<file path="src/rtl/mult_disp_pkg.sv">
`default_nettype none
// ============================================================================
// mult_disp_pkg : shared constants for the 8x8 multiplier display path
// Rev 1.0
// ============================================================================
package mult_disp_pkg;

  localparam int BCD_DIGITS  = 5;
  localparam int CONV_CYCLES = 16;
  localparam int PROD_W      = 16;
  localparam int BCD_W       = 4 * BCD_DIGITS;
  localparam int SHIFT_W     = BCD_W + PROD_W;

  typedef enum logic [0:0] {
    ST_IDLE = 1'b0,
    ST_CONV = 1'b1
  } conv_state_t;

  // Segment patterns packed as {a,b,c,d,e,f,g}
  localparam logic [6:0] SEG_0     = 7'b1111110;
  localparam logic [6:0] SEG_1     = 7'b0110000;
  localparam logic [6:0] SEG_2     = 7'b1101101;
  localparam logic [6:0] SEG_3     = 7'b1111001;
  localparam logic [6:0] SEG_4     = 7'b0110011;
  localparam logic [6:0] SEG_5     = 7'b1011011;
  localparam logic [6:0] SEG_6     = 7'b1011111;
  localparam logic [6:0] SEG_7     = 7'b1110000;
  localparam logic [6:0] SEG_8     = 7'b1111111;
  localparam logic [6:0] SEG_9     = 7'b1111011;
  localparam logic [6:0] SEG_BLANK = 7'b0000000;

  function automatic logic [6:0] seg_pattern(input logic [3:0] digit);
    logic [6:0] pat;
    case (digit)
      4'd0:    pat = SEG_0;
      4'd1:    pat = SEG_1;
      4'd2:    pat = SEG_2;
      4'd3:    pat = SEG_3;
      4'd4:    pat = SEG_4;
      4'd5:    pat = SEG_5;
      4'd6:    pat = SEG_6;
      4'd7:    pat = SEG_7;
      4'd8:    pat = SEG_8;
      4'd9:    pat = SEG_9;
      default: pat = SEG_BLANK;
    endcase
    return pat;
  endfunction

endpackage
`default_nettype wire

</file>
<file path="src/rtl/seg7_decode.sv">
`default_nettype none
// ============================================================================
// seg7_decode : combinational BCD digit to active-high seven-segment drive
// Rev 1.0
// ============================================================================
module seg7_decode
  import mult_disp_pkg::*;
(
  input  logic [3:0] digit,
  input  logic       blank,
  output logic       seg_a,
  output logic       seg_b,
  output logic       seg_c,
  output logic       seg_d,
  output logic       seg_e,
  output logic       seg_f,
  output logic       seg_g
);

  logic [6:0] pat;

  always_comb begin
    pat = SEG_BLANK;
    if (!blank) begin
      pat = seg_pattern(digit);
    end
  end

  assign {seg_a, seg_b, seg_c, seg_d, seg_e, seg_f, seg_g} = pat;

endmodule
`default_nettype wire

</file>
<file path="src/rtl/product_bcd_scan.sv">
`default_nettype none
// ============================================================================
// product_bcd_scan : captures the multiplier product, converts it to BCD with
// a serial double-dabble engine and scans a five-digit 7-segment display.
// Rev 1.0
// ============================================================================
module product_bcd_scan
  import mult_disp_pkg::*;
#(
  parameter int SCAN_W   = 10,
  parameter int BLANK_LZ = 1
) (
  input  logic                clk,
  input  logic                reset_a,
  input  logic [PROD_W-1:0]   product_in,
  input  logic                done_flag,
  output logic                busy,
  output logic                bcd_valid,
  output logic [BCD_W-1:0]    bcd_out,
  output logic [4:0]          dig_en,
  output logic                seg_a,
  output logic                seg_b,
  output logic                seg_c,
  output logic                seg_d,
  output logic                seg_e,
  output logic                seg_f,
  output logic                seg_g
);

  conv_state_t          state, state_nxt;
  logic                 done_q;
  logic [SHIFT_W-1:0]   sh, sh_nxt, adj;
  logic [3:0]           cnt, cnt_nxt;
  logic                 busy_nxt, valid_nxt;
  logic [BCD_W-1:0]     bcd_nxt;
  logic                 capture;

  logic [SCAN_W-1:0]    scan_cnt;
  logic [2:0]           idx;
  logic [3:0]           cur_digit;
  logic [BCD_W-1:0]     upper;
  logic                 blank;

  assign capture = done_flag && !done_q;

  always_comb begin
    adj = sh;
    for (int i = 0; i < BCD_DIGITS; i++) begin
      if (sh[PROD_W + 4*i +: 4] >= 4'd5) begin
        adj[PROD_W + 4*i +: 4] = sh[PROD_W + 4*i +: 4] + 4'd3;
      end
    end
  end

  always_comb begin
    state_nxt = state;
    sh_nxt    = sh;
    cnt_nxt   = cnt;
    busy_nxt  = busy;
    valid_nxt = bcd_valid;
    bcd_nxt   = bcd_out;
    case (state)
      ST_IDLE: begin
        if (capture) begin
          sh_nxt    = {{BCD_W{1'b0}}, product_in};
          cnt_nxt   = 4'd0;
          busy_nxt  = 1'b1;
          valid_nxt = 1'b0;
          state_nxt = ST_CONV;
        end
      end
      ST_CONV: begin
        sh_nxt  = adj << 1;
        cnt_nxt = cnt + 4'd1;
        // Last shift: publish the result in the same edge as the final shift
        if (cnt == 4'(CONV_CYCLES - 1)) begin
          bcd_nxt   = sh_nxt[SHIFT_W-1:PROD_W];
          busy_nxt  = 1'b0;
          valid_nxt = 1'b1;
          state_nxt = ST_IDLE;
        end
      end
      default: state_nxt = ST_IDLE;
    endcase
  end

  always_ff @(posedge clk) begin
    if (!reset_a) begin
      state     <= ST_IDLE;
      done_q    <= 1'b0;
      sh        <= '0;
      cnt       <= 4'd0;
      busy      <= 1'b0;
      bcd_valid <= 1'b0;
      bcd_out   <= '0;
    end else begin
      state     <= state_nxt;
      done_q    <= done_flag;
      sh        <= sh_nxt;
      cnt       <= cnt_nxt;
      busy      <= busy_nxt;
      bcd_valid <= valid_nxt;
      bcd_out   <= bcd_nxt;
    end
  end

  always_ff @(posedge clk) begin
    if (!reset_a) begin
      scan_cnt <= '0;
      idx      <= 3'd0;
    end else begin
      scan_cnt <= scan_cnt + 1'b1;
      if (&scan_cnt) begin
        idx <= (idx == 3'd4) ? 3'd0 : idx + 3'd1;
      end
    end
  end

  assign dig_en = 5'b00001 << idx;

  always_comb begin
    cur_digit = 4'd0;
    case (idx)
      3'd0:    cur_digit = bcd_out[3:0];
      3'd1:    cur_digit = bcd_out[7:4];
      3'd2:    cur_digit = bcd_out[11:8];
      3'd3:    cur_digit = bcd_out[15:12];
      3'd4:    cur_digit = bcd_out[19:16];
      default: cur_digit = 4'd0;
    endcase
  end

  // A digit is leading-zero when it and every more significant digit are zero
  assign upper = bcd_out >> {idx, 2'b00};
  assign blank = (BLANK_LZ != 0) && (idx != 3'd0) && (upper == '0);

  seg7_decode u_seg7 (
    .digit (cur_digit),
    .blank (blank),
    .seg_a (seg_a),
    .seg_b (seg_b),
    .seg_c (seg_c),
    .seg_d (seg_d),
    .seg_e (seg_e),
    .seg_f (seg_f),
    .seg_g (seg_g)
  );

endmodule
`default_nettype wire
</file>
<file path="config.mk">
export PLATFORM = sky130hd
export DESIGN_NAME = product_bcd_scan
export DESIGN_NICKNAME = d
export VERILOG_FILES = /design/src/rtl/mult_disp_pkg.sv /design/src/rtl/seg7_decode.sv /design/src/rtl/product_bcd_scan.sv
export SDC_FILE = /design/constraint.sdc
export NUM_CORES = 1
export LEC_CHECK = 0
export CAP_MARGIN = 15
export CORE_UTILIZATION = 59
export DETAILED_ROUTE_END_ITERATION = 12
export DONT_BUFFER_PORTS = 1
export PLACE_DENSITY = 0.74
export SYNTH_ARGS = -nofsm -noshare
export SYNTH_HDL_FRONTEND = slang
export SYNTH_HIERARCHICAL = 1
export SYNTH_SLANG_ARGS = --single-unit
export TNS_END_PERCENT = 20
</file>
<file path="constraint.sdc">
create_clock -name clk -period 6.5 [get_ports clk]
set_input_delay 1.3 -clock clk [delete_from_list [all_inputs] [get_ports clk]]
set_output_delay 1.3 -clock clk [all_outputs]
set_load 0.1 [all_outputs]
</file>
After elaboration in Yosys (flattened, before gate mapping)
Memory sizes are Yosys's and may differ from the RTL's.
Cells that the tools add are included.
{"block": "classes", "add_sub_neg": 8, "n_mux": 21, "reduce_logical": 9, "shift": 2, "order_cmp": 5, "eq_ne": 7, "bitwise_logic": 1}
{"op": "one-hot mux 36 bit (2 select lines)", "count": 1}
{"op": "2-to-1 mux 36 bit", "count": 1}
{"op": ">= comparator 4 x 3 -> 1 bit (second input constant)", "count": 5}
{"op": "logical NOT 20 bit", "count": 1}
{"op": "2-to-1 mux 4 bit", "count": 5}
{"op": "one-hot mux 4 bit (5 select lines)", "count": 1}
{"op": "right shift 20 x 5 -> 20 bit", "count": 1}
{"op": "adder 4 x 2 -> 4 bit (second input constant)", "count": 4}
{"op": "adder 10 x 1 -> 10 bit (second input constant)", "count": 1}
{"op": "AND reduction 10 bit", "count": 1}
{"op": "one-hot mux 4 bit (2 select lines)", "count": 1}
{"op": "2-to-1 mux 7 bit", "count": 1}
{"op": "== test 3 x 2 -> 1 bit (second input constant)", "count": 2}
{"op": "2-to-1 mux 1 bit", "count": 6}
{"op": "2-to-1 mux 3 bit", "count": 2}
{"op": "one-hot mux 1 bit (2 select lines)", "count": 3}
{"op": "left shift 1 x 3 -> 5 bit (first input constant)", "count": 1}
{"op": "adder 4 x 1 -> 4 bit (second input constant)", "count": 1}
{"op": "== test 4 bit (second input constant)", "count": 1}
{"op": "AND reduction 2 bit", "count": 2}
{"op": "adder 3 x 1 -> 3 bit (second input constant)", "count": 1}
{"op": "adder 3 x 2 -> 3 bit (second input constant)", "count": 1}
{"op": "== test 3 x 1 -> 1 bit (second input constant)", "count": 1}
{"op": "== test 3 bit (second input constant)", "count": 1}
{"op": "other kinds (7)", "count": 8}
{"block": "totals", "word_cells": 63, "inputBits": 19, "register_bits": 77, "n_memories": 1, "output_inout_bits": 34, "mem_bits_ro": 112}
{"memory": "(no name shown)", "words": 16, "width": 7, "rd": 1, "rd_ports_with_merged_regs": 0, "wr": 0, "line_no": "mult_disp_pkg.sv:34", "rtl": "case (digit)"}

Longest topological paths before layout
Gate-level depths: netlist (run 1).
{"block": "logic_depth", "depth_word": 4, "ltp_mapped": 11, "ltp_nobuf": 10}

Hierarchy
Netlist (run 1), hierarchy kept.
{"mod": "product_bcd_scan", "area_each_um2": 3589.7, "seq_area_each_um2": 1541.5, "cells_each": 432, "n_inst": 1}
{"mod": "seg7_decode", "area_each_um2": 230.2, "seq_area_each_um2": 0.0, "cells_each": 31, "n_inst": 1}

Least setup slack after synthesis (run 1)
OpenSTA, ideal clock, no wires.
{"block": "synth_path", "path_type": "reg-to-output", "from": "register idx[0]", "to": "output port seg_a", "arrival_ps": 5143, "path_buffers": 0, "path_slack_ps": 57, "t_required_ps": 5200, "stages_incl_launch_ff": 9, "cell_sequence": "dfxtp_1 inv_1 ha_1 nor2b_1 a22oi_1 nand3_1 inv_1 ha_1 o31ai_1"}
{"block": "synth_via", "elab_chain_len": 4, "elab_cells_between_ends": 12, "cone_classes": "eq/ne (4); shift (1); mux (2); reduce/logical (4); memory (1)"}
{"element": "start, declared", "line_no": "product_bcd_scan.sv:39", "rtl": "logic [2:0] idx;"}
{"element": "start signal, assigned", "line_no": "product_bcd_scan.sv:114", "rtl": "idx <= (idx == 3'd4) ? 3'd0 : idx + 3'd1;"}
{"element": "== test 3 bit (tied with other cells)", "line_no": "product_bcd_scan.sv:123", "rtl": "case (idx)"}
{"element": "one-hot mux 4 bit (5 select lines) *", "line_no": "product_bcd_scan.sv:123"}
{"element": "via cur_digit[1]", "line_no": "product_bcd_scan.sv:40", "rtl": "logic [3:0] cur_digit;"}
{"element": "memory (16 x 7 bit) *"}
{"element": "2-to-1 mux 7 bit *", "line_no": "seg7_decode.sv:24", "rtl": "if (!blank) begin"}
{"element": "end, declared", "line_no": "product_bcd_scan.sv:21", "rtl": "output logic seg_a,"}
Mark *: on every way through the listed nets, which the timed path passes. The rest lies on a longest branch.

Worst setup path in the final report (run 1)
{"block": "layout_path", "from": "register idx[1]", "to": "output port seg_c"}
{"block": "layout_via", "elab_chain_len": 4, "elab_cells_between_ends": 12, "cone_classes": "eq/ne (4); shift (1); mux (2); reduce/logical (4); memory (1)"}
{"element": "== test 3 bit (tied with other cells)", "line_no": "product_bcd_scan.sv:123"}
{"element": "one-hot mux 4 bit (5 select lines) *", "line_no": "product_bcd_scan.sv:123"}
{"element": "via cur_digit[0]", "line_no": "product_bcd_scan.sv:40"}
{"element": "memory (16 x 7 bit) *"}
{"element": "2-to-1 mux 7 bit *", "line_no": "seg7_decode.sv:24"}
{"element": "end, declared", "line_no": "product_bcd_scan.sv:23", "rtl": "output logic seg_c,"}
Marks and branches as above.

==> impl_metrics.toml, run 1 <==
[finish]
final_area_um2 = 4110
syn2layout_area_growth_pct = 7.53
nNetsFinal = 498
final_util_pct = 67.4
num_antenna_cells = 0
fillers = 521
finalNonFillerCells = 537
drive_gt1_share_pct = 9.52

[logic_synthesis]
synth_largest_area_cell = "dfxtp_1"
netlist.area_leader.share_pct = 40.4
synthArstFlopShare_pct = 0
netlist_area_um2 = 3820
synth-edff-count = 0
syn_inst = 463
synthFlopType = "dfxtp_1"
avgSynthCellArea_um2 = 8.25
yosysUniqueCellTypes = 42
synthTopCellsByArea = "dfxtp_1 (40%), ha_1 (7.2%), nand2_1 (5.5%), o21ai_0 (4.6%), a21oi_1 (3.7%)"
synth.ff_latch_count = 77
synth_commonest_cells = "dfxtp_1 (77), nand2_1 (56), nor2_1 (36), o21ai_0 (35), a21oi_1 (28)"
syn_nets = 504
synth_most_common_cell = "dfxtp_1"
ys_seq_area_share_pct = 40.4
yosysWarnings = 6

[placement]
place_hpwl_um = 5740
placed_area_um2 = 3920
dp_slack_ns = 1.86
routabilityCongestion = 0.811
dp_cells = 521
io_buffers = 0

[timing]
slew_viol_final = 0
fin_hold_ws_ns = 0.468
finalSetupViolCount = 0
hold_violations = 0
clock_skew_ns = 0.00817
tightest_slew_ns = 1.17
fin_crit_sh_pct = 77.9
min_period_ns = 5.06
rsz0062_at_grt = "no"
slew-limit-headroom_pct = 21.9
fmax_mhz = 197
setup_slack_ns = 1.44
setup_total_negative_slack_ns = 0

[clock_network]
clockBufferDepth = 2
ctsResizeCount = 0
cts_tree = "built"
cts.sinks = 77
cts_hold_buf = 0
path_clk_slew_ns = 0.08
postCtsSetupBuffers = 0
htreeDepth = 3
cts_buffers = 9
cts_root_buf = "clkbuf_8"
clk_latency_ns = 0.36

[die]
die_area_um2 = 6800
start_util_pct = 62.7
core_area_um2 = 6100
io_pins = 53
die_h_um = 82.5
die_x_um = 82.5
core.rowCount = 28

[min_path]
hold_class = "reg -> reg"

[grt]
antenna_found_initial = 0
overflow = 0
grt_start_max_net_pins = 38
grt_use_total_pct = 25.7
grt_pass1_wl_um = 13000
grt_pass1_vias = 2753

[detailed_routing]
dr_total_vias = 3267
drtPass1Iterations = 5
antenna_left = 0
drtIter0Drc = 235
drc = 0
vias_per_cell = 6.08
wl_um = 8450
wl_per_cell_um = 15.7

[critical_path]
cp_max_fo = 6
required_ns = 5.20
startpoint_type = "register"
path_class = "reg -> out"
cp-end-kind = "primary output"
arrival_ns = 3.76

[power_and_ir_drop]
leakage_nw = 1.43
max-vdd-ir-drop_mv = 0.192
p_per_area_nw_per_um2 = 215
power.total_mw = 0.883

[status]
status = "finished, final reports clean"

[flow_run]
drv_cap = 0
[layer usage]
metal,wire length [µm],GRT usage [%]
met5,0,0
met2,3840,40.4
met4,95,8.42
met1,3960,33.8
met3,565,7.36
[final timing paths]
check,startpoint,end,slack [ns],cells after the start
worst max-delay path,idx[1],seg_c,1.44,9
worst min-delay path,scan_cnt[0],scan_cnt[0],0.47,1
worst max register to register,state,bcd_out[19],4.32,3
worst min register to register,scan_cnt[0],scan_cnt[0],0.47,1
[layout by cell type, fill, tap and decap left out, drive strengths merged, types with 4 or more instances in the layout]
| master | instances |
|---|---|
| a211oi | 6 |
| inv | 19 |
| ha | 22 |
| nor3 | 4 |
| nand4 | 12 |
| buf | 10 |
| a311oi | 15 |
| o22ai | 9 |
| nor2b | 6 |
| xnor2 | 10 |
| a22oi | 10 |
| mux2 | 6 |
| o21ai | 36 |
| nor3b | 9 |
| a21oi | 28 |
| and2 | 11 |
| nand3 | 26 |
| dfxtp | 77 |
| nand2 | 56 |
| clkbuf | 9 |
| xor2 | 4 |
| or4 | 4 |
| nor2 | 36 |
| nand2b | 12 |
[critical path, stage by stage (launching register included)]
cell and delay [ns]:
dfxtp_1 0.43, ha_1 0.18, ha_1 0.90, a22oi_1 0.22
nand3_1 0.22, inv_1 0.11, ha_1 0.22, nor2b_1 0.13
o22ai_1 0.12, nor2b_2 0.88
[where the power goes]
group	switching [mW]	internal (mW)	leakage, nW
Sequential	0.0137	0.484	0.625
Combinational	0.0309	0.0161	0.718
Clock	0.195	0.144	0.0840
[cell families after synthesis]
logic type | synth area share [%]
AND/OR/NAND/NOR | 24.5
adder cells (fa/ha/maj) | 7.21
multiplexers | 2.29
buffers and inverters | 4.59
flip-flops | 40.4
XOR/XNOR | 3.21
AO/OA/AOI/OAI | 17.9
[layout make-up]
cell class	count	area [µm²]	share of cell area, %
Clock buffer	9	124	3.02
Tap cell	75	93.8	2.28
Sequential cell	77	1540	37.5
Clock inverter	7	60.1	1.46
Multi-Input combinational cell	342	2150	52.3
Inverter	17	63.8	1.55
Timing Repair Buffer	10	75.1	1.83
[sequential cells by signal, summed over array words and instances, names as in the netlist]
signal / cells
idx: 3
bcd_valid: 1
done_q: 1
sh: 36
state: 1
busy: 1
cnt: 4
bcd_out: 20
scan_cnt: 10
No activity file was read; power rests on OpenSTA's default activity.
==> run 2, diff against run 1 <==
--- a/config.mk
+++ b/config.mk
@@ -6,7 +6,7 @@
 export NUM_CORES = 1
 export LEC_CHECK = 0
 export CAP_MARGIN = 15
-export CORE_UTILIZATION = 59
+export CORE_UTILIZATION = 57
 export DETAILED_ROUTE_END_ITERATION = 12
 export DONT_BUFFER_PORTS = 1
 export PLACE_DENSITY = 0.74
==> constraint.sdc (replaced) <==
create_clock -name clk -period 4.31 [get_ports clk]
set_input_delay 0.862 -clock clk [delete_from_list [all_inputs] [get_ports clk]]
set_output_delay 0.862 -clock clk [all_outputs]
set_load 0.1 [all_outputs]
==> run 2 against run 1 <==
Compared with the run above: largest power group unchanged; non-clock buffer count up 27; core utilization up 0.63 points; clock power up 76%; clock skew up 0.0012 ns; register-to-register slack worse by 2.3 ns; highest routed layer unchanged; the flow now finishes with violations (design-rule violations); largest cell class unchanged; total power up 61%; critical path type unchanged; worst setup slack worse by 1.2 ns; design area up 6.3%; flip-flop and latch count unchanged; critical endpoint is now seg_a.
==> impl_metrics.toml, run 2 (synthesis gave the netlist of run 1 again) <==
[status]
status = "complete, but fails checks"
violations = "design-rule violations"

[finish]
num_antenna_cells = 0
largest_register = "sh"
finalNonFillerCells = 565
largest_register_ffs = 36
nNetsFinal = 525
final_area_um2 = 4370
layout_common_cells = "dfxtp_1 (77), nand2_1 (56), buf_4 (36), o21ai_0 (35), nor2_1 (35)"
mostFrequentLayoutCell = "dfxtp_1"
drive_gt1_share_pct = 14.1
syn2layout_area_growth_pct = 14.3
final_util_pct = 68.0
reg_top3 = "sh: 36 flops, bcd_out: 20 flops, scan_cnt: 10 flops"

[placement]
dp_slack_ns = 0.247
io_buffers = 0
dp_cells = 549
routabilityCongestion = 0.836
placed_area_um2 = 4120
place_hpwl_um = 6020

[timing]
min_period_ns = 4.08
clock_skew_ns = 0.00941
slew-limit-headroom_pct = 35.9
fin_crit_sh_pct = 94.6
hold_violations = 0
fin_hold_ws_ns = 0.465
tightest_slew_ns = 0.961
slew_viol_final = 0
fmax_mhz = 245
setup_total_negative_slack_ns = 0
finalSetupViolCount = 0
setup_slack_ns = 0.232
rsz0062_at_grt = "no"

[grt]
grt_use_total_pct = 25.9
grt_start_max_net_pins = 46
grt_pass1_vias = 3107
grt_pass1_wl_um = 14600
overflow = 0
antenna_found_initial = 0

[clock_network]
clk_latency_ns = 0.35
cts_tree = "built"
htreeDepth = 3
clockBufferDepth = 2
cts_root_buf = "clkbuf_8"
path_clk_slew_ns = 0.07
cts.sinks = 77
cts_buffers = 9

[min_path]
hp-start = "scan_cnt[0]"
hold_depth = 1
hold_class = "reg -> reg"
hold_path_end = "scan_cnt[0]"

[power_and_ir_drop]
p_comb_share_pct = 5.4
intPower_mw = 1.10
power_switching_mw = 0.327
power.share.clock_pct = 41.9
switching_share_pct = 23.0
p_per_area_nw_per_um2 = 326
power.total_mw = 1.42
power_frac_seq_pct = 52.8
leakage_nw = 1.61
max-vdd-ir-drop_mv = 0.233

[detailed_routing]
antenna_left = 0
drtIter0Drc = 255
wl_per_cell_um = 15.6
vias_per_cell = 6.00
dr_total_vias = 3389
drc = 14
drtPass1Iterations = 9
wl_um = 8820

[die]
die_x_um = 83.9
io_pins = 53
die_area_um2 = 7030
core_area_um2 = 6420
core.rowCount = 29
die_h_um = 83.9
start_util_pct = 59.5

[critical_path]
rrSetupSlack_ns = 1.99
startpoint_type = "register"
r2r-end = "bcd_out[19]"
r2r_start = "state"
arrival_ns = 3.22
required_ns = 3.45
cp-end-kind = "primary output"
r2r_cells = 3
path_class = "reg -> out"
cp_max_fo = 6

[flow_run]
drv_cap = 0
run 2: critical path: stages, from the launching register on:
cell	delay [ns]
dfxtp_1	0.37
inv_1	0.11
ha_1	0.19
nor2b_4	0.61
a22oi_1	0.16
nand3_1	0.27
inv_1	0.14
ha_1	0.21
or2_0	0.21
a21o_1	0.23
o31ai_4	0.06
buf_4	0.32
run 2: how the worst max path moves through the flow:
stage | from | endpoint | slack, ns | cells past startpoint
2_1_floorplan | idx[0] | seg_d | -0.33 | 10
3_3_place_gp | idx[0] | seg_a | 0.42 | 11
3_5_place_dp | idx[0] | seg_a | 0.25 | 11
4_1_cts | idx[1] | seg_a | 0.25 | 11
5_1_grt | idx[1] | seg_a | 0.11 | 11
6_report | idx[1] | seg_a | 0.23 | 11
run 2: timing repair:
item / in CTS / in global routing
buffers inserted: 0 / 0
hold buffers: 0 / 0
gates resized for setup: 1 / 0
setup endpoints to repair: 2 / 0
run 2: final cells by class:
class	count	area (µm²)
Clock buffer	11	141
Clock inverter	4	72.6
Fill cell	535	2050
Inverter	17	63.8
Multi-Input combinational cell	342	2150
Sequential cell	77	1540
Tap cell	77	96.3
Timing Repair Buffer	37	298
run 2: power by group through the flow:
stage / sequential, mW / combinational [mW] / clock (mW)
floorplan: 0.761 / 0.0639 / 0
global placement: 0.766 / 0.0696 / 0
detailed placement: 0.767 / 0.0718 / 0
CTS: 0.751 / 0.0719 / 0.602
global route: 0.753 / 0.0865 / 0.634
finish: 0.751 / 0.0765 / 0.596
run 2: routing by layer:
metal | vias to the layer above | track usage [%] | wire length [µm]
met5 | - | 0 | 0
met4 | 0 | 8.31 | 104
met3 | 12 | 4.75 | 489
met2 | 97 | 42.7 | 4100
met1 | 1600 | 34.4 | 4130
li1 | 1680 | - | -
==> run 3, diff against run 2 <==
--- a/config.mk
+++ b/config.mk
@@ -6,7 +6,7 @@
 export NUM_CORES = 1
 export LEC_CHECK = 0
 export CAP_MARGIN = 15
-export CORE_UTILIZATION = 57
+export CORE_UTILIZATION = 59
 export DETAILED_ROUTE_END_ITERATION = 12
 export DONT_BUFFER_PORTS = 1
 export PLACE_DENSITY = 0.74
==> constraint.sdc (replaced) <==
create_clock -name clk -period 4.4 [get_ports clk]
set_input_delay 0.88 -clock clk [delete_from_list [all_inputs] [get_ports clk]]
set_output_delay 0.88 -clock clk [all_outputs]
set_load 0.1 [all_outputs]
==> run 3 against run 2 <==
Compared with the run above: register-to-register slack gained 0.17 ns; the run now ends clean; total power shrank 1.4%; highest routed layer unchanged; critical path depth shrank 1; largest power group unchanged; cell count shrank 0.18%; combinational power shrank 8.5%; worst setup slack gained 0.42 ns; first-iteration DRC count shrank 44%; non-clock buffer count is the same; core utilization grew 3.4 points.
==> impl_metrics.toml, run 3 (synthesis gave the netlist of run 1 again) <==
[critical_path]
required_ns = 3.52
cp_max_fo = 9
cp-end-kind = "primary output"
path_class = "reg -> out"
startpoint_type = "register"
arrival_ns = 2.86

[placement]
routabilityCongestion = 0.858
dp_slack_ns = 1.01
io_buffers = 0
place_hpwl_um = 6310

[finish]
largest_register_ffs = 36
num_antenna_cells = 0
nNetsFinal = 525
mostFrequentLayoutCell = "dfxtp_1"
reg_top3 = "sh: 36 flops, bcd_out: 20 flops, scan_cnt: 10 flops"
largest_register = "sh"
syn2layout_area_growth_pct = 13.9
drive_gt1_share_pct = 14.3
layout_common_cells = "dfxtp_1 (77), nand2_1 (56), buf_4 (37), o21ai_0 (35), nor2_1 (35)"

[clock_network]
htreeDepth = 3
cts_root_buf = "clkbuf_8"
cts_hold_buf = 0
cts_tree = "built"
ctsResizeCount = 0
clockBufferDepth = 2
postCtsSetupBuffers = 0
cts.sinks = 77
path_clk_slew_ns = 0.08
clk_latency_ns = 0.34
cts_buffers = 9

[detailed_routing]
wl_um = 9060
routed-wl-met3_um = 514
drtPass1Iterations = 5
antenna_left = 0
drc = 0
drtIter0Drc = 143
wl_per_cell_um = 16.1
wl_met2_um = 4300
dr_total_vias = 3449
top_layer = "met4"
vias_per_cell = 6.12
route.layer.met1.wl_um = 3930

[timing]
slew-limit-headroom_pct = 34.4
clock_skew_ns = 0.00806
tightest_slew_ns = 0.983
min_period_ns = 3.74
fin_hold_ws_ns = 0.474
fin_crit_sh_pct = 85.1
setup_slack_ns = 0.656
fmax_mhz = 267
hold_violations = 0
rsz0062_at_grt = "no"
slew_viol_final = 0
finalSetupViolCount = 0

[grt]
antenna_found_initial = 0
overflow = 0
grt_pass1_wl_um = 14300
grt_use_total_pct = 27.7
grt_start_max_net_pins = 48
grt_pass1_vias = 3119

[power_and_ir_drop]
leakage_nw = 1.59
max-vdd-ir-drop_mv = 0.232
p_per_area_nw_per_um2 = 323
power.total_mw = 1.40

[min_path]
hold_class = "reg -> reg"

[die]
die_area_um2 = 6800
die_h_um = 82.5
core.rowCount = 28
start_util_pct = 62.7
die_x_um = 82.5
io_pins = 53
core_area_um2 = 6100

[flow_run]
drv_cap = 0

[status]
status = "finished, final reports clean"
## run 3: cell count changes in the layout (fill, tap and decap cells not counted), sizes merged
cell | before | now
clkinvlp | 1 | 2
## run 3: path summary, 6_finish.rpt
check | start | end | slack (ns) | cells past startpoint
worst max-delay path | idx[1] | seg_f | 0.66 | 10
worst min-delay path | scan_cnt[0] | scan_cnt[0] | 0.47 | 1
worst max register to register | state | bcd_out[19] | 2.16 | 3
worst min register to register | scan_cnt[0] | scan_cnt[0] | 0.47 | 1
## run 3: where the power goes
part	leakage [nW]	internal, mW	total (mW)	switching [mW]
Sequential	0.625	0.715	0.736	0.0209
Combinational	0.858	0.0237	0.0700	0.0463
Clock	0.106	0.336	0.598	0.262
Total	1.59	1.08	1.40	0.329
## run 3: per-layer routing
| layer | global-route usage, % | vias to the layer above |
|---|---|---|
| li1 | - | 1693 |
| met1 | 33.7 | 1610 |
| met2 | 45.8 | 116 |
| met3 | 5.71 | 30 |
| met4 | 14.9 | 0 |
| met5 | 0 | - |
## run 3: through the flow
stage,TNS [ns],area (µm²),instances,utilization [%]
floorplan,-1.25,3830,463,-
global placement,0,4130,548,67.7
detailed placement,0,4130,548,67.7
CTS,0,4350,564,71.4
global route,0,4350,564,71.4
finish,0,4350,564,71.4
## run 3: final cells by class
class | count | area, µm²
Tap cell | 75 | 93.8
Fill cell | 493 | 1740
Inverter | 17 | 63.8
Sequential cell | 77 | 1540
Clock buffer | 11 | 141
Timing Repair Buffer | 37 | 278
Clock inverter | 5 | 83.8
Multi-Input combinational cell | 342 | 2150
## run 3: critical path, stage by stage, from the launching register on
cell	delay, ns
dfxtp_1	0.42
inv_1	0.09
ha_1	0.20
and2_1	0.21
buf_4	0.26
nand2_1	0.11
nand3_1	0.25
nand2b_4	0.26
or2_1	0.26
o22ai_2	0.15
buf_4	0.31
